==> config.mk <==
export PLATFORM = sky130hd
export DESIGN_NAME = pipe_skid_reg_flat
export DESIGN_NICKNAME = d
export VERILOG_FILES = /design/src/rtl/pipe_pkg.sv /design/src/rtl/pipe_skid_reg_if.sv /design/src/rtl/pipe_skid_reg_sat_counter.sv /design/src/rtl/pipe_skid_reg.sv /design/src/flat_wrapper.sv
export SDC_FILE = /design/constraint.sdc
export NUM_CORES = 1
export LEC_CHECK = 0
export BUFFER_PORTS_ARGS = -buffer_cell sky130_fd_sc_hd__buf_4
export CORE_MARGIN = 1.5
export CORE_UTILIZATION = 35
export DETAILED_ROUTE_END_ITERATION = 7
export PLACE_DENSITY_LB_ADDON = 0.08
export SLEW_MARGIN = 10
export SYNTH_ARGS = -nofsm -noshare
export SYNTH_HDL_FRONTEND = slang
export SYNTH_SLANG_ARGS = --single-unit
==> constraint.sdc <==
create_clock -name clk -period 5 [get_ports clk]
set_input_delay 0.75 -clock clk [delete_from_list [all_inputs] [get_ports clk]]
set_output_delay 0.75 -clock clk [all_outputs]
set_load 0.005 [all_outputs]
==> src/rtl/pipe_pkg.sv <==
// Shared types for the pipeline skid register: handshake state encoding and the MIPS nop word.
package pipe_pkg;

  typedef enum logic [1:0] {
    EMPTY = 2'd0,
    BUSY  = 2'd1,
    FULL  = 2'd2
  } pipe_state_t;

  localparam logic [31:0] PIPE_NOP = 32'h0;

endpackage

==> src/rtl/pipe_skid_reg_if.sv <==
// One valid/ready/data channel; master drives payload, slave answers with ready.
interface pipe_skid_reg_if #(
  parameter int unsigned DATA_W = 64
);
  logic              valid;
  logic              ready;
  logic [DATA_W-1:0] data;

  modport master (output valid, output data, input ready);
  modport slave  (input valid, input data, output ready);
endinterface

==> src/rtl/pipe_skid_reg_sat_counter.sv <==
// Saturating up-counter with synchronous clear; clear wins over increment.
module sat_counter #(
  parameter int unsigned W = 16
) (
  input  logic         clk,
  input  logic         rst,
  input  logic         inc,
  input  logic         clr,
  output logic [W-1:0] cnt
);

  logic [W-1:0] r_cnt;

  always_ff @(posedge clk or posedge rst) begin
    if (rst) begin
      r_cnt <= '0;
    end else if (clr) begin
      r_cnt <= '0;
    end else if (inc && (r_cnt != '1)) begin
      r_cnt <= r_cnt + W'(1);
    end
  end

  assign cnt = r_cnt;

endmodule

==> src/rtl/pipe_skid_reg.sv <==
// Inter-stage pipeline register with valid/ready handshake, one skid entry,
// synchronous flush to a bubble and a saturating stall counter.
module pipe_skid_reg
  import pipe_pkg::*;
#(
  parameter int unsigned       DATA_W      = 64,
  parameter logic [DATA_W-1:0] RESET_VAL   = '0,
  parameter int unsigned       STALL_CNT_W = 16
) (
  input  logic                   clk,
  input  logic                   rst,
  input  logic                   flush,
  input  logic                   clr_stats,
  pipe_skid_reg_if.slave         in_if,
  pipe_skid_reg_if.master        out_if,
  output logic [STALL_CNT_W-1:0] stall_cnt
);

  pipe_state_t       r_state, w_state_nxt;
  logic [DATA_W-1:0] r_main, w_main_nxt;
  logic [DATA_W-1:0] r_skid, w_skid_nxt;
  logic              r_in_ready;
  logic              w_out_valid;
  logic              w_in_xfer;
  logic              w_out_xfer;

  assign w_out_valid = (r_state != EMPTY);
  assign w_in_xfer   = in_if.valid & r_in_ready;
  assign w_out_xfer  = w_out_valid & out_if.ready;

  always_comb begin
    w_state_nxt = r_state;
    w_main_nxt  = r_main;
    w_skid_nxt  = r_skid;
    case (r_state)
      EMPTY: begin
        if (w_in_xfer) begin
          w_main_nxt  = in_if.data;
          w_state_nxt = BUSY;
        end
      end
      BUSY: begin
        if (w_in_xfer && w_out_xfer) begin
          w_main_nxt = in_if.data;
        end else if (w_in_xfer) begin
          w_skid_nxt  = in_if.data;
          w_state_nxt = FULL;
        end else if (w_out_xfer) begin
          w_state_nxt = EMPTY;
        end
      end
      FULL: begin
        if (w_out_xfer) begin
          w_main_nxt  = r_skid;
          w_state_nxt = BUSY;
        end
      end
      default: w_state_nxt = EMPTY;
    endcase
    // Flush overrides whatever the handshake decided, dropping any same-cycle input.
    if (flush) begin
      w_state_nxt = EMPTY;
      w_main_nxt  = RESET_VAL;
      w_skid_nxt  = RESET_VAL;
    end
  end

  always_ff @(posedge clk or posedge rst) begin
    if (rst) begin
      r_state    <= EMPTY;
      r_main     <= RESET_VAL;
      r_skid     <= RESET_VAL;
      r_in_ready <= 1'b1;
    end else begin
      r_state    <= w_state_nxt;
      r_main     <= w_main_nxt;
      r_skid     <= w_skid_nxt;
      r_in_ready <= (w_state_nxt != FULL);
    end
  end

  assign in_if.ready  = r_in_ready;
  assign out_if.valid = w_out_valid;
  assign out_if.data  = r_main;

  sat_counter #(
    .W (STALL_CNT_W)
  ) u_stall_cnt (
    .clk (clk),
    .rst (rst),
    .inc (w_out_valid & ~out_if.ready),
    .clr (clr_stats),
    .cnt (stall_cnt)
  );

endmodule

==> src/flat_wrapper.sv <==
// flat-port wrapper written by rule: the top's interface ports become plain ports
module pipe_skid_reg_flat import pipe_pkg::*;
#(
  parameter int unsigned       DATA_W      = 64,
  parameter logic [DATA_W-1:0] RESET_VAL   = '0,
  parameter int unsigned       STALL_CNT_W = 16
)
  (clk, rst, flush, clr_stats, stall_cnt, in_if_valid, in_if_data, in_if_ready, out_if_valid, out_if_data, out_if_ready);
  pipe_skid_reg_if #(.DATA_W(DATA_W)) in_if_i ();
  pipe_skid_reg_if #(.DATA_W(DATA_W)) out_if_i ();
  input  logic clk;
  input  logic rst;
  input  logic flush;
  input  logic clr_stats;
  output logic [STALL_CNT_W-1:0] stall_cnt;
  input wire logic [$bits(in_if_i.valid)-1:0] in_if_valid;
  input wire logic [$bits(in_if_i.data)-1:0] in_if_data;
  output wire logic [$bits(in_if_i.ready)-1:0] in_if_ready;
  output wire logic [$bits(out_if_i.valid)-1:0] out_if_valid;
  output wire logic [$bits(out_if_i.data)-1:0] out_if_data;
  input wire logic [$bits(out_if_i.ready)-1:0] out_if_ready;
  assign in_if_i.valid = in_if_valid;
  assign in_if_i.data = in_if_data;
  assign in_if_ready = in_if_i.ready;
  assign out_if_valid = out_if_i.valid;
  assign out_if_data = out_if_i.data;
  assign out_if_i.ready = out_if_ready;
  pipe_skid_reg #(.DATA_W(DATA_W), .RESET_VAL(RESET_VAL), .STALL_CNT_W(STALL_CNT_W)) u_core (.clk(clk), .rst(rst), .flush(flush), .clr_stats(clr_stats), .in_if(in_if_i), .out_if(out_if_i), .stall_cnt(stall_cnt));
endmodule
; ---- After elaboration in Yosys (flattened, before gate mapping)
; Index checks and enable logic that the tools add are counted.
[totals]
reg_bits = 147
inputBits = 70
out_inout_bits = 82
word_cells = 45
[op_classes]
add_sub_neg = 1
n_eq_ne = 8
muxes = 17
n_bitwise = 4
n_reduce_logical = 10
[op_table]
columns = op, count
row1 = two-way mux 64 bit, 7
row2 = case mux 64 bit (3 select lines), 1
row3 = two-way mux 16 bit, 2
row4 = adder 16 x 1 -> 16 bit (second input constant), 1
row5 = inequality test 16 bit (second input constant), 1
row6 = two-way mux 2 bit, 6
row7 = inequality test 3 x 2 -> 1 bit (second input constant), 3
row8 = nonzero test 2 bit, 4
row9 = case mux 2 bit (3 select lines), 1
row10 = inequality test 2 bit (second input constant), 2
row11 = AND reduction 4 bit, 1
row12 = nonzero test 4 bit, 1
row13 = AND 1 bit, 3
row14 = AND reduction 3 bit, 1
row15 = == test 2 x 1 -> 1 bit (second input constant), 1
row16 = == test 2 bit (second input constant), 1
row17 = logical AND 1 bit, 2
row18 = zero test 2 bit, 1
row19 = inverter 1 bit, 1

; ---- Longest topological paths before layout
[logic_depth]
word_depth = 8
ltp_mapped = 7
ltp_nobuf = 5

; ---- By module
; From an unflattened synthesis, not the netlist that was laid out.
[unflattened]
cells_unflattened = 779
hier_area_um2 = 7641.1
[by_module_without_submodules]
columns = mod, n_inst, cells_each, area_each_um2, seq_area_each_um2
row1 = pipe_skid_reg, 1, 678, 6708.9, 3279.4
row2 = sat_counter, 1, 101, 932.1, 400.4

; ---- Worst setup path after synthesis
; No wires, ideal clock.
[synth_path]
path_type = input-to-reg
from = input out_if_ready
to = register u_core.u_stall_cnt.r_cnt[11], in the netlist u_core.u_stall_cnt.cnt[11]
setup_ns = 0.078
arrival_time_ns = 2.046
t_required_ns = 4.922
setup_slack_ns = 2.876
stages = 5
path_buffers = 1
cell_sequence = o21bai_1 -> or3_1 -> buf_6 -> or4_1 -> a21oi_1
[synth_between]
elab_chain_len = 4
[synth_lines]
columns = element, line
row1 = from (decl), flat_wrapper.sv:21  ; input wire logic [$bits(out_if_i.ready)-1:0] out_if_ready;
row2 = inverter 1 bit, pipe_skid_reg.sv:91  ; .inc (w_out_valid & ~out_if.ready),
row3 = AND 1 bit, pipe_skid_reg.sv:91
row4 = logical AND 1 bit, pipe_skid_reg_sat_counter.sv:19  ; end else if (inc && (r_cnt != '1)) begin
row5 = nonzero test 2 bit (no line), -
row6 = to (signal assigned), pipe_skid_reg_sat_counter.sv:20  ; r_cnt <= r_cnt + W'(1);
row7 = to (decl), pipe_skid_reg_sat_counter.sv:12  ; logic [W-1:0] r_cnt;
; Every way passes these cells.
; A chain may end at the register's enable or synchronous reset.

; ---- Worst setup path after layout
[layout_path]
from = register u_core.u_stall_cnt.r_cnt[0], in the netlist u_core.u_stall_cnt.cnt[0]
to = register u_core.u_stall_cnt.r_cnt[6], in the netlist u_core.u_stall_cnt.cnt[6]
[layout_between]
elab_chain_len = 3
word_cells_on_any_way = 6
cone_classes = 1 x add/sub / 1 x eq/ne / 2 x mux / 2 x reduce/logical
[layout_lines]
columns = element, line
row1 = adder 16 x 1 -> 16 bit / inequality test 16 bit (equally long branches), "pipe_skid_reg_sat_counter.sv:20, pipe_skid_reg_sat_counter.sv:19"
row2 = two-way mux 16 bit / logical AND 1 bit (equally long branches), pipe_skid_reg_sat_counter.sv:19
row3 = two-way mux 16 bit / nonzero test 2 bit (equally long branches), -
; Several ways; a longest one is shown, not always the timed one. The select of a mux whose other input is x is not followed.

==> results.md <==
- CTS Sinks: 147
- Resize count post-CTS: 0
- Commonest non-fill, non-tap cell in the layout: nand2_1
- Synth Cell Area: 6862 um2
- Final Cycle Share: 53.28%
- DR DRC count: 0
- RSZ-0062 raised after global routing: no
- DRT iter0 DRCs: 302
- Worst r2r src: u_core.u_stall_cnt.cnt[0]$_DFFE_PP0P_
- Die width: 143.0 um
- Register area share after synthesis: 53.63%
- Antenna-violating nets left: 0
- Clock Skews: 0.009865 ns
- Slew Viols, Final: 0
- Worst vdd ir: 216.3 uV
- Starting Density: 35.49%
- Synth Register Bits: 147
- Initial antenna violation count: 0
- Nets: 945
- Ys Warns: 0
- Max Clock Freq: 375.4 MHz
- Antenna diode count: 0
- Total gr overflow: 0
- Max Cap Viol: 0
- H-tree levels: 4
- Worst setup EP type: flip-flop
- DIE AREA: 20,450 um2
- Max-Slew Margin vs Limit: 21.98%
- Sequence of cells on the critical path: ha_1 -> nand4_1 -> nor4_2 -> nor4b_1 -> mux2_2
- Tot GR Track Use: 18.03%
- # rows: 51
- Placed insts: 1,120
- Setup TNS: 0 ns
- R2r endpoint: u_core.u_stall_cnt.cnt[6]$_DFFE_PP0P_
- DP HPWL: 11,240 um
- Worst Setup Path Type: reg -> reg
- CP max FO: 15
- WL/cell: 15.41 um
- Non-Filler Instances: 1,152
- Via density per instance: 4.970
- Slowest cell on crit path: nor4_2
- TritonCTS clock tree: built
- Pleak: 4.092 nW
- Synthesized net count: 820
- Pwr dens: 339.4 nW/um2
- Clk root buf: clkbuf_16
- Least-Margin Pin Slew: 1.161 ns
- Hold Path Class: reg -> reg
- Largest net degree at the start of global routing: 115
- Avg Inst Size Synth: 9.161 um2
- Final GP Congestion: 0.7472
- Most frequent cells in the layout: 265 x nand2_1, 160 x buf_4, 146 x dfrtp_1
- Place WS: 2.242 ns
- Crit-path max cell delay: 1.08 ns
- Syn Inst Count: 749
- Fin util: 45.62%
- Clock buffer count from CTS: 17
- Data arrival, critical path: 2.96 ns
- Post-CTS Setup Inserts: 0
- Clock Tree Buf Depth: 2
- Share of cells above drive strength 1: 30.44%
- Setup crit start kind: flip-flop
- Post-synthesis async set-or-reset flop share: 100.0%
- EDFF count, synth: 0
- First-pass GRT wire length: 29,000 um
- Clock Latency Late Sink: 0.42 ns
- Data required, critical path: 5.29 ns
- Vias in the first global route: 5,778
- Layout Area Growth over Synthesis: 28.56%
- IO Pins: 152
- Minimum clock period: 2.664 ns
- Hold slack final: 0.5075 ns
- CP Launch Point: u_core.u_stall_cnt.cnt[0]$_DFFE_PP0P_
- Reg2Reg Setup Slack: 2.34 ns
- R2R cell count: 5
- Hold path start: u_core.out_if.data[5]$_DFFE_PP0P_
- Outcome: finished, final reports clean
- Final hold vios: 0
- CORE AREA: 19,330 um2
- DRT Pass-1 Iters: 6
- IO Port Bufs: 151
- Setup WS post-layout: 2.336 ns
- Worst hold path depth: 1
- Routed WL: 17,750 um
- Final setup fails: 0
- Die Y: 143.0 um
- Clock-pin slew on the worst setup and hold paths: 0.06 ns
- CTS Hold Bufs: 0
- Hold worst-path end: u_core.out_if.data[5]$_DFFE_PP0P_
- Synth Flop Type: dfrtp_1
- Synth cell types: 41
- Detailed-route via count: 5,725
-- cell families (layout without fill, tap and decap cells) --
kind of cell | Yosys count | after routing | share of synthesized area (%)
adder cells (fa/ha/maj) | 1 | 1 | 0.1823
buffers and inverters | 61 | 199 | 3.647
AND/OR/NAND/NOR | 313 | 313 | 18.96
flip-flops | 147 | 147 | 53.63
multiplexers | 69 | 69 | 11.31
AO/OA/AOI/OAI | 158 | 158 | 12.27
-- power by group --
part           total [mW]  switching, mW  leakage (nW)  internal [mW]
combinational       0.345          0.168          1.82          0.177
sequential           1.29         0.0394          1.97           1.25
clock                1.36          0.509         0.302          0.846
total                2.99          0.716          4.09           2.28
-- layout make-up --
cell class,count,area [um2]
inverters,7,31.28
multi-input cells,541,2953
repair buffers,160,1201
well taps,265,331.6
clock inverters,14,185.2
fillers,1895,10510
flip-flops and latches,147,3680
clock buffers,18,439.2
-- routing by layer --
metal / up-vias / track usage [%] / wire [um]
li1: 2769 / - / -
met4: 0 / 5.751 / 160
met3: 15 / 3.689 / 838
met5: - / 0 / 0
met2: 141 / 29.98 / 8714
met1: 2800 / 23.53 / 8040
-- sequential cells by signal (all words and copies together) (netlist names) --
| name | count |
|---|---|
| u_core.out_if.data | 64 |
| u_core.r_skid | 64 |
| u_core.u_stall_cnt.cnt | 16 |
| u_core.r_state | 2 |
| u_core.in_if.ready | 1 |
-- critical path: cells and delay by family, from the launching register on --
family,cells,cell delay (ns)
adder cells (fa/ha/maj),1,0.23
multiplexers,1,0.32
flip-flops,1,0.45
AND/OR/NAND/NOR,3,1.55
-- worst max path at each step --
stage,to,slack (ns)
after floorplan,u_core.out_if.data[0]$_DFFE_PP0P_,0.30
after global placement,u_core.r_skid[40]$_DFFE_PP0P_,2.29
after detailed placement,u_core.r_skid[59]$_DFFE_PP0P_,2.24
after CTS,u_core.u_stall_cnt.cnt[6]$_DFFE_PP0P_,2.30
after global routing,u_core.u_stall_cnt.cnt[6]$_DFFE_PP0P_,1.98
final,u_core.u_stall_cnt.cnt[6]$_DFFE_PP0P_,2.34
-- synthesized netlist by cell type, drive strengths merged, types with 2 or more instances --
cell type    n  area, um2
buf         17      85.09
o31ai        8      60.06
nand2      265      994.7
nand4        3      25.02
nor3         2      10.01
nor4         5      37.53
a21oi      138      690.7
nor2         8      30.03
nand3        6      30.03
mux2        68      765.7
nor2b        4      25.02
or4          7      53.80
clkbuf      37      138.9
o21ai        4      20.01
and3b        3      26.28
inv          7      26.28
dfrtp      146       3654
o21bai       3      22.52
or3          3      18.77
-- stage by stage --
stage	cell area (um2)	power, mW
final	8821	2.994
after global routing	8821	3.128
after CTS	8821	3.041
after detailed placement	8197	1.668
after global placement	8197	1.661
after floorplan	6862	1.483
(Power assumes the default switching activity.)
